File: config.mk
export PLATFORM = sky130hd
export DESIGN_NAME = apb_master_flat
export DESIGN_NICKNAME = d
export VERILOG_FILES = /design/src/rtl/apb_master_if.sv /design/src/rtl/apb_master.sv /design/src/flat_wrapper.sv
export SDC_FILE = /design/constraint.sdc
export NUM_CORES = 1
export LEC_CHECK = 0
export ABC_AREA = 1
export BUFFER_PORTS_ARGS = -buffer_cell sky130_fd_sc_hd__buf_2
export CORE_ASPECT_RATIO = 0.5
export CORE_UTILIZATION = 30
export DETAILED_ROUTE_END_ITERATION = 16
export SLEW_MARGIN = 20
export SYNTH_ARGS = -nofsm -noshare
export SYNTH_HDL_FRONTEND = slang
export SYNTH_SLANG_ARGS = --single-unit
File: constraint.sdc
create_clock -name PCLK -period 3.2 [get_ports PCLK]
set_input_delay 0.16 -clock PCLK [delete_from_list [all_inputs] [get_ports PCLK]]
set_output_delay 0.16 -clock PCLK [all_outputs]
set_load 0.03 [all_outputs]
File: src/rtl/apb_master_if.sv
// Command/response streams and APB bus signals of the APB requester.
// The master modport is the requester's view; the slave modport is the opposite side.
interface apb_master_if #(
  parameter int DATA_WIDTH = 32,
  parameter int ADDR_WIDTH = 32,
  parameter int NO_SLAVES  = 1
);
  logic                  cmd_valid;
  logic                  cmd_ready;
  logic                  cmd_write;
  logic [ADDR_WIDTH-1:0] cmd_addr;
  logic [DATA_WIDTH-1:0] cmd_wdata;

  logic                  rsp_valid;
  logic                  rsp_ready;
  logic [DATA_WIDTH-1:0] rsp_rdata;
  logic                  rsp_slverr;
  logic                  rsp_timeout;

  logic [NO_SLAVES-1:0]  PSELx;
  logic                  PENABLE;
  logic [ADDR_WIDTH-1:0] PADDR;
  logic                  PWRITE;
  logic [DATA_WIDTH-1:0] PWDATA;
  logic                  PREADY;
  logic [DATA_WIDTH-1:0] PRDATA;
  logic                  PSLVERR;

  modport master (
    input  cmd_valid, cmd_write, cmd_addr, cmd_wdata,
    output cmd_ready,
    output rsp_valid, rsp_rdata, rsp_slverr, rsp_timeout,
    input  rsp_ready,
    output PSELx, PENABLE, PADDR, PWRITE, PWDATA,
    input  PREADY, PRDATA, PSLVERR
  );

  modport slave (
    output cmd_valid, cmd_write, cmd_addr, cmd_wdata,
    input  cmd_ready,
    input  rsp_valid, rsp_rdata, rsp_slverr, rsp_timeout,
    output rsp_ready,
    input  PSELx, PENABLE, PADDR, PWRITE, PWDATA,
    output PREADY, PRDATA, PSLVERR
  );
endinterface

File: src/rtl/apb_master.sv
// APB requester: one outstanding transfer, one-hot slave decode from the top
// address bits, registered outputs, and a PREADY watchdog.
module apb_master #(
  parameter int DATA_WIDTH = 32,
  parameter int ADDR_WIDTH = 32,
  parameter int NO_SLAVES  = 1,
  parameter int TIMEOUT    = 16
) (
  input logic         PCLK,
  input logic         PRESET,
  apb_master_if.master bus
);

  localparam int IDX_W = $clog2(NO_SLAVES);
  localparam int IW    = (IDX_W > 0) ? IDX_W : 1;
  localparam int CNT_W = (TIMEOUT > 1) ? $clog2(TIMEOUT) : 1;
  localparam logic [CNT_W-1:0] CNT_LAST = CNT_W'((TIMEOUT > 0) ? TIMEOUT - 1 : 0);

  typedef enum logic [1:0] {IDLE, SETUP, ACCESS, RESP} state_t;

  state_t                state_q, state_d;
  logic [CNT_W-1:0]      cnt_q, cnt_d;
  logic                  cmd_ready_q, cmd_ready_d;
  logic                  rsp_valid_q, rsp_valid_d;
  logic [DATA_WIDTH-1:0] rsp_rdata_q, rsp_rdata_d;
  logic                  rsp_slverr_q, rsp_slverr_d;
  logic                  rsp_timeout_q, rsp_timeout_d;
  logic [NO_SLAVES-1:0]  psel_q, psel_d;
  logic                  penable_q, penable_d;
  logic [ADDR_WIDTH-1:0] paddr_q, paddr_d;
  logic                  pwrite_q, pwrite_d;
  logic [DATA_WIDTH-1:0] pwdata_q, pwdata_d;

  logic [IW-1:0]         cmd_idx;
  logic                  idx_ok;
  logic [NO_SLAVES-1:0]  sel_dec;

  // A single target has no index bits: every address lands on slave 0.
  generate
    if (IDX_W > 0) begin : g_idx
      assign cmd_idx = bus.cmd_addr[ADDR_WIDTH-1 -: IW];
    end else begin : g_noidx
      assign cmd_idx = '0;
    end
  endgenerate

  assign idx_ok = (32'(cmd_idx) < NO_SLAVES);

  always_comb begin
    sel_dec = '0;
    for (int unsigned i = 0; i < NO_SLAVES; i++) begin
      if (32'(cmd_idx) == i) sel_dec[i] = 1'b1;
    end
  end

  always_ff @(posedge PCLK) begin
    if (PRESET) begin
      state_q       <= IDLE;
      cnt_q         <= '0;
      cmd_ready_q   <= 1'b1;
      rsp_valid_q   <= 1'b0;
      rsp_rdata_q   <= '0;
      rsp_slverr_q  <= 1'b0;
      rsp_timeout_q <= 1'b0;
      psel_q        <= '0;
      penable_q     <= 1'b0;
      paddr_q       <= '0;
      pwrite_q      <= 1'b0;
      pwdata_q      <= '0;
    end else begin
      state_q       <= state_d;
      cnt_q         <= cnt_d;
      cmd_ready_q   <= cmd_ready_d;
      rsp_valid_q   <= rsp_valid_d;
      rsp_rdata_q   <= rsp_rdata_d;
      rsp_slverr_q  <= rsp_slverr_d;
      rsp_timeout_q <= rsp_timeout_d;
      psel_q        <= psel_d;
      penable_q     <= penable_d;
      paddr_q       <= paddr_d;
      pwrite_q      <= pwrite_d;
      pwdata_q      <= pwdata_d;
    end
  end

  // Next values are computed one cycle ahead so every output comes straight from a flop.
  always_comb begin
    state_d       = state_q;
    cnt_d         = cnt_q;
    cmd_ready_d   = cmd_ready_q;
    rsp_valid_d   = rsp_valid_q;
    rsp_rdata_d   = rsp_rdata_q;
    rsp_slverr_d  = rsp_slverr_q;
    rsp_timeout_d = rsp_timeout_q;
    psel_d        = psel_q;
    penable_d     = penable_q;
    paddr_d       = paddr_q;
    pwrite_d      = pwrite_q;
    pwdata_d      = pwdata_q;

    unique case (state_q)
      IDLE: begin
        if (bus.cmd_valid && cmd_ready_q) begin
          cmd_ready_d = 1'b0;
          if (idx_ok) begin
            state_d  = SETUP;
            psel_d   = sel_dec;
            paddr_d  = bus.cmd_addr;
            pwrite_d = bus.cmd_write;
            pwdata_d = bus.cmd_wdata;
          end else begin
            state_d       = RESP;
            rsp_valid_d   = 1'b1;
            rsp_slverr_d  = 1'b1;
            rsp_timeout_d = 1'b0;
            rsp_rdata_d   = '0;
          end
        end
      end
      SETUP: begin
        penable_d = 1'b1;
        state_d   = ACCESS;
      end
      ACCESS: begin
        // Completion wins over a watchdog expiring in the same cycle.
        if (bus.PREADY) begin
          state_d       = RESP;
          psel_d        = '0;
          penable_d     = 1'b0;
          rsp_valid_d   = 1'b1;
          rsp_slverr_d  = bus.PSLVERR;
          rsp_timeout_d = 1'b0;
          rsp_rdata_d   = pwrite_q ? '0 : bus.PRDATA;
        end else if ((TIMEOUT != 0) && (cnt_q == CNT_LAST)) begin
          state_d       = RESP;
          psel_d        = '0;
          penable_d     = 1'b0;
          rsp_valid_d   = 1'b1;
          rsp_slverr_d  = 1'b1;
          rsp_timeout_d = 1'b1;
          rsp_rdata_d   = '0;
        end else begin
          cnt_d = cnt_q + 1'b1;
        end
      end
      RESP: begin
        if (bus.rsp_ready) begin
          state_d     = IDLE;
          rsp_valid_d = 1'b0;
          cnt_d       = '0;
          cmd_ready_d = 1'b1;
        end
      end
      default: state_d = IDLE;
    endcase
  end

  assign bus.cmd_ready   = cmd_ready_q;
  assign bus.rsp_valid   = rsp_valid_q;
  assign bus.rsp_rdata   = rsp_rdata_q;
  assign bus.rsp_slverr  = rsp_slverr_q;
  assign bus.rsp_timeout = rsp_timeout_q;
  assign bus.PSELx       = psel_q;
  assign bus.PENABLE     = penable_q;
  assign bus.PADDR       = paddr_q;
  assign bus.PWRITE      = pwrite_q;
  assign bus.PWDATA      = pwdata_q;

endmodule

File: src/flat_wrapper.sv
// flat-port wrapper written by rule: the top's interface ports become plain ports
module apb_master_flat 
#(
  parameter int DATA_WIDTH = 32,
  parameter int ADDR_WIDTH = 32,
  parameter int NO_SLAVES  = 1,
  parameter int TIMEOUT    = 16
)
  (PCLK, PRESET, bus_cmd_valid, bus_cmd_write, bus_cmd_addr, bus_cmd_wdata, bus_cmd_ready, bus_rsp_valid, bus_rsp_rdata, bus_rsp_slverr, bus_rsp_timeout, bus_rsp_ready, bus_PSELx, bus_PENABLE, bus_PADDR, bus_PWRITE, bus_PWDATA, bus_PREADY, bus_PRDATA, bus_PSLVERR);
  apb_master_if #(.DATA_WIDTH(DATA_WIDTH), .ADDR_WIDTH(ADDR_WIDTH), .NO_SLAVES(NO_SLAVES)) bus_i ();
  input logic PCLK;
  input logic PRESET;
  input wire logic [$bits(bus_i.cmd_valid)-1:0] bus_cmd_valid;
  input wire logic [$bits(bus_i.cmd_write)-1:0] bus_cmd_write;
  input wire logic [$bits(bus_i.cmd_addr)-1:0] bus_cmd_addr;
  input wire logic [$bits(bus_i.cmd_wdata)-1:0] bus_cmd_wdata;
  output wire logic [$bits(bus_i.cmd_ready)-1:0] bus_cmd_ready;
  output wire logic [$bits(bus_i.rsp_valid)-1:0] bus_rsp_valid;
  output wire logic [$bits(bus_i.rsp_rdata)-1:0] bus_rsp_rdata;
  output wire logic [$bits(bus_i.rsp_slverr)-1:0] bus_rsp_slverr;
  output wire logic [$bits(bus_i.rsp_timeout)-1:0] bus_rsp_timeout;
  input wire logic [$bits(bus_i.rsp_ready)-1:0] bus_rsp_ready;
  output wire logic [$bits(bus_i.PSELx)-1:0] bus_PSELx;
  output wire logic [$bits(bus_i.PENABLE)-1:0] bus_PENABLE;
  output wire logic [$bits(bus_i.PADDR)-1:0] bus_PADDR;
  output wire logic [$bits(bus_i.PWRITE)-1:0] bus_PWRITE;
  output wire logic [$bits(bus_i.PWDATA)-1:0] bus_PWDATA;
  input wire logic [$bits(bus_i.PREADY)-1:0] bus_PREADY;
  input wire logic [$bits(bus_i.PRDATA)-1:0] bus_PRDATA;
  input wire logic [$bits(bus_i.PSLVERR)-1:0] bus_PSLVERR;
  assign bus_i.cmd_valid = bus_cmd_valid;
  assign bus_i.cmd_write = bus_cmd_write;
  assign bus_i.cmd_addr = bus_cmd_addr;
  assign bus_i.cmd_wdata = bus_cmd_wdata;
  assign bus_cmd_ready = bus_i.cmd_ready;
  assign bus_rsp_valid = bus_i.rsp_valid;
  assign bus_rsp_rdata = bus_i.rsp_rdata;
  assign bus_rsp_slverr = bus_i.rsp_slverr;
  assign bus_rsp_timeout = bus_i.rsp_timeout;
  assign bus_i.rsp_ready = bus_rsp_ready;
  assign bus_PSELx = bus_i.PSELx;
  assign bus_PENABLE = bus_i.PENABLE;
  assign bus_PADDR = bus_i.PADDR;
  assign bus_PWRITE = bus_i.PWRITE;
  assign bus_PWDATA = bus_i.PWDATA;
  assign bus_i.PREADY = bus_PREADY;
  assign bus_i.PRDATA = bus_PRDATA;
  assign bus_i.PSLVERR = bus_PSLVERR;
  apb_master #(.DATA_WIDTH(DATA_WIDTH), .ADDR_WIDTH(ADDR_WIDTH), .NO_SLAVES(NO_SLAVES), .TIMEOUT(TIMEOUT)) u_core (.PCLK(PCLK), .PRESET(PRESET), .bus(bus_i));
endmodule
Word-level counts from Yosys, hierarchy flattened
Index checks and enable logic that the tools add are counted.
{"block": "totals", "inputBits": 103, "word_cells": 63, "reg_bits": 109, "output_inout_bits": 103}
{"block": "classes", "n_eq_ne": 9, "n_reduce_logical": 15, "add_sub_neg": 1, "n_mux": 26}
{"operator": "32-bit two-way mux", "count": 3}
{"operator": "4-bit two-way mux", "count": 3}
{"operator": "3-bit AND reduction", "count": 4}
{"operator": "1-bit two-way mux", "count": 10}
{"operator": "2-bit nonzero test", "count": 5}
{"operator": "2-bit two-way mux", "count": 4}
{"operator": "1-bit one-hot mux with 2 select lines", "count": 4}
{"operator": "2-bit one-hot mux with 4 select lines", "count": 1}
{"operator": "4-bit one-hot mux with 2 select lines", "count": 1}
{"operator": "2-bit != test, second input constant", "count": 3}
{"operator": "2-bit AND reduction", "count": 3}
{"operator": "4-bit by 1-bit adder with 4-bit output, second input constant", "count": 1}
{"operator": "2-bit == test, second input constant", "count": 2}
{"operator": "4-bit == test, second input constant", "count": 1}
{"operator": "4-bit AND reduction", "count": 1}
{"operator": "3-bit by 2-bit != test with 1-bit output, second input constant", "count": 1}
{"operator": "2-bit by 1-bit == test with 1-bit output, second input constant", "count": 1}
{"operator": "2-bit logical NOT", "count": 1}
{"operator": "2-bit by 1-bit != test with 1-bit output, second input constant", "count": 1}
{"operator": "1-bit logical AND", "count": 1}

Longest topological paths before layout
{"block": "depth", "depth_word": 4, "mapped_depth": 9, "mapped_depth_nobuf": 9}

Worst setup path after synthesis
OpenSTA, ideal clock, no wires.
{"block": "synth_timing", "path_type": "register -> register", "startpoint": "reg u_core.state_q[1]", "endpoint": "reg u_core.paddr_q[10], in the netlist u_core.bus.PADDR[10]", "arrival_time_ns": 1.305, "path_slack_ns": 1.767, "synth_period_minus_slack_ns": 1.433, "n_path_buf": 2, "required_time_ns": 3.072, "path_stages_with_launch": 7, "setup_ns": 0.128, "cell_sequence": "dfxtp_1 -> inv_1 -> ha_1 -> nand3_1 -> buf_2 -> clkbuf_1 -> a21oi_1"}
{"block": "synth_via", "elab_chain_cells": 2}
{"item": "start: declaration", "line": "apb_master.sv:21", "rtl": "state_t state_q, state_d;"}
{"item": "start signal: assignment", "line": "apb_master.sv:71", "rtl": "state_q <= state_d;"}
{"item": "2-bit logical NOT", "line": "apb_master.sv:101", "rtl": "unique case (state_q)"}
{"item": "2-bit AND reduction (no line)"}
{"item": "end signal: assignment", "line": "apb_master.sv:80", "rtl": "paddr_q <= paddr_d;"}
{"item": "end: declaration", "line": "apb_master.sv:30", "rtl": "logic [ADDR_WIDTH-1:0] paddr_q, paddr_d;"}
Every way passes these cells.
A chain may end at the register's enable or synchronous reset.

Final worst setup path
{"block": "layout_timing", "startpoint": "reg u_core.state_q[0]", "endpoint": "reg u_core.pwdata_q[27], in the netlist u_core.bus.PWDATA[27]"}
{"block": "layout_via", "elab_chain_cells": 2}
{"item": "2-bit logical NOT", "line": "apb_master.sv:101"}
{"item": "2-bit AND reduction (no line)"}
{"item": "end signal: assignment", "line": "apb_master.sv:82", "rtl": "pwdata_q <= pwdata_d;"}
{"item": "end: declaration", "line": "apb_master.sv:32", "rtl": "logic [DATA_WIDTH-1:0] pwdata_q, pwdata_d;"}
Every way passes these cells.

==> flow_summary.json <==
{
  "hold_viol_final": 0,
  "timing.reg2reg.setup_slack_ps": 1240,
  "n_antenna_cell": 0,
  "fin_nets": 851,
  "place_hpwl_mm": 7.19,
  "clk_pin_slew_worst_paths_ps": 70,
  "drive_gt1_frac": 0.389,
  "syn_inst": 557,
  "min_path_cells": 3,
  "drtAntennaViolNets": 0,
  "core_area_um2": 14500,
  "cts_sinks": 109,
  "postCtsResizedCells": 0,
  "ys_ff_latch": 109,
  "syn_to_final_growth_pct": 31.3,
  "cp-end-kind": "flip-flop",
  "grt_use_total": 0.133,
  "finalCritPeriodShare": 0.613,
  "drt-initial-drc-count": 90,
  "ff2ff_path_depth": 6,
  "synth_top_cell_by_area": "dfxtp_1",
  "ys_top_cells_by_count": "109 x dfxtp_1, 87 x nand2_1, 78 x inv_1",
  "finalSetupViolCount": 0,
  "synth_ff_type": "dfxtp_1",
  "fmax_ghz": 0.510,
  "fin_util": 0.405,
  "num_vias": 3986,
  "reg2reg_to": "u_core.bus.PWDATA[27]",
  "ir_drop_mv": 0.346,
  "ys_types": 25,
  "power_mw": 5.10,
  "timing.rr.start": "u_core.state_q[0]",
  "synth_area_um2": 4460,
  "slew_viol_final": 0,
  "whs_endpoint": "u_core.bus.rsp_slverr",
  "synth_area_leaders": "dfxtp_1 49%, a21oi_1 7.9%, o21ai_0 7.5%",
  "place_congestion": 0.727,
  "drt_wl_total_mm": 10.4,
  "fill_cells": 1522,
  "synthArstFlopShare": 0,
  "post_drt_wl_per_cell_um": 11.0,
  "dieArea_um2": 15400,
  "synth_nets": 666,
  "layout.cells.non_filler": 943,
  "place_inst": 929,
  "worstPathRequired_ps": 3410,
  "io_pins": 206,
  "maxCapViolCount": 0,
  "cts_root_buffer": "clkbuf_16",
  "dieHeight_um": 88.2,
  "cts_tree": "built",
  "crit_path_start_kind": "flip-flop",
  "port_buffers": 205,
  "status": "completed",
  "post_cts_buffers": 0,
  "cts_hold_buffers": 0,
  "yosysMostFrequentCell": "dfxtp_1",
  "cp.arrival_ps": 2170,
  "min_path_type": "in -> reg",
  "relSlewSlack": 0.425,
  "fin_worst_skew_ps": 5.62,
  "rows": 31,
  "drc": 0,
  "viasPerCell": 4.23,
  "antenna_found_initial": 0,
  "whs_ps": 94.0,
  "p_leak_nw": 2.72,
  "drtPass1Iterations": 4,
  "crit_type": "reg -> reg",
  "globalRoute.totalOverflow": 0,
  "grt_max_degree": 77,
  "start_util": 0.308,
  "rsz0062_at_grt": "no",
  "clk_latency_ps": 330,
  "grt_pass1_vias": 3389,
  "ys_warn_count": 0,
  "synth-edff-count": 0,
  "synth.top_cell.area_share": 0.490,
  "p_per_area_nw_per_um2": 871,
  "synth-seq-area-share": 0.490,
  "htree_num_levels": 3,
  "numCtsBuffers": 9,
  "die_w_um": 174,
  "grt_pass1_wl_mm": 16.5,
  "tightest_slew_ps": 862,
  "finalCriticalPeriod_ps": 1960,
  "path_max_fanout": 76,
  "worstHoldStart": "bus_PSLVERR",
  "avgSynthCellArea_um2": 8.00,
  "clockBufferDepth": 2,
  "setup_tns_ps": 0
}
## worst max path at each step
| stage | from | end | slack, ps | depth (start not counted) |
|---|---|---|---|---|
| floorplan | u_core.state_q[1] | u_core.bus.PADDR[10] | 1770 | 6 |
| global placement | u_core.state_q[0] | u_core.bus.PADDR[16] | 1320 | 6 |
| detailed placement | u_core.state_q[0] | u_core.bus.PADDR[24] | 1220 | 6 |
| CTS | u_core.state_q[0] | u_core.bus.PADDR[13] | 1210 | 6 |
| global route | u_core.state_q[0] | u_core.bus.PWDATA[27] | 1000 | 6 |
| finish | u_core.state_q[0] | u_core.bus.PWDATA[27] | 1240 | 6 |
## registers in the layout, summed over array words and instances, names as in the netlist
signal                  count
u_core.bus.PADDR           32
u_core.bus.PENABLE          1
u_core.bus.PSELx            1
u_core.bus.PWDATA          32
u_core.bus.PWRITE           1
u_core.bus.cmd_ready        1
u_core.bus.rsp_rdata       32
u_core.bus.rsp_slverr       1
u_core.bus.rsp_timeout      1
u_core.bus.rsp_valid        1
u_core.cnt_q                4
u_core.state_q              2
## cell type report
class	instances	area, µm²	area share
clock inverters	4	51.3	0.00876
repair buffers	210	1080	0.184
clock buffers	10	229	0.0391
flip-flops and latches	109	2180	0.373
well taps	198	248	0.0423
multi-input cells	334	1770	0.303
inverters	78	294	0.0502
## where the power goes
group / internal (mW) / leakage (nW) / switching, mW
combinational: 0.638 / 1.69 / 1.46
clock: 0.599 / 0.134 / 0.482
sequential: 1.72 / 0.895 / 0.197
total: 2.96 / 2.72 / 2.14
## per-stage QoR
step / worst slack [ps] / cell area [µm²]
2_1_floorplan: 1770 / 4460
3_3_place_gp: 1320 / 5570
3_5_place_dp: 1220 / 5570
4_1_cts: 1210 / 5850
5_1_grt: 1000 / 5850
6_report: 1240 / 5850
## per-layer routing
metal  vias to the layer above  GRT usage  share of wire  routed length [µm]
met1                      1761      0.155           0.45                4660
met4                         0     0.0311         0.0060                  62
met2                        92      0.241           0.49                5100
met3                         5     0.0417          0.056                 580
li1                       2128          -              -                   -
met5                         -          0              0                   0
## kinds of logic after synthesis
kind of cell	share of synthesized area
buffers and inverters	0.117
AOI/OAI and AO/OA	0.221
and+or+nand+nor	0.156
adders and majority gates	0.0168
DFF	0.490
## cell usage in the layout, fill, tap and decap left out, types with 7 or more instances in the layout
cell and count:
inv_1 77, nor2_1 23, a21oi_1 70, o21ai_2 30, nand2_2 9, nand3_1 7, nor2_2 24, dfxtp_1 109
clkbuf_16 9, nand2_1 87, o21ai_0 67, buf_2 205
## worst max-delay path, cell delays in order (launching register included)
cell and delay [ps]:
dfxtp_1 320, inv_1 140, ha_1 260, nand3_4 440, buf_12 390, o21ai_0 180, a21oi_1 70
(Power assumes the default switching activity.)
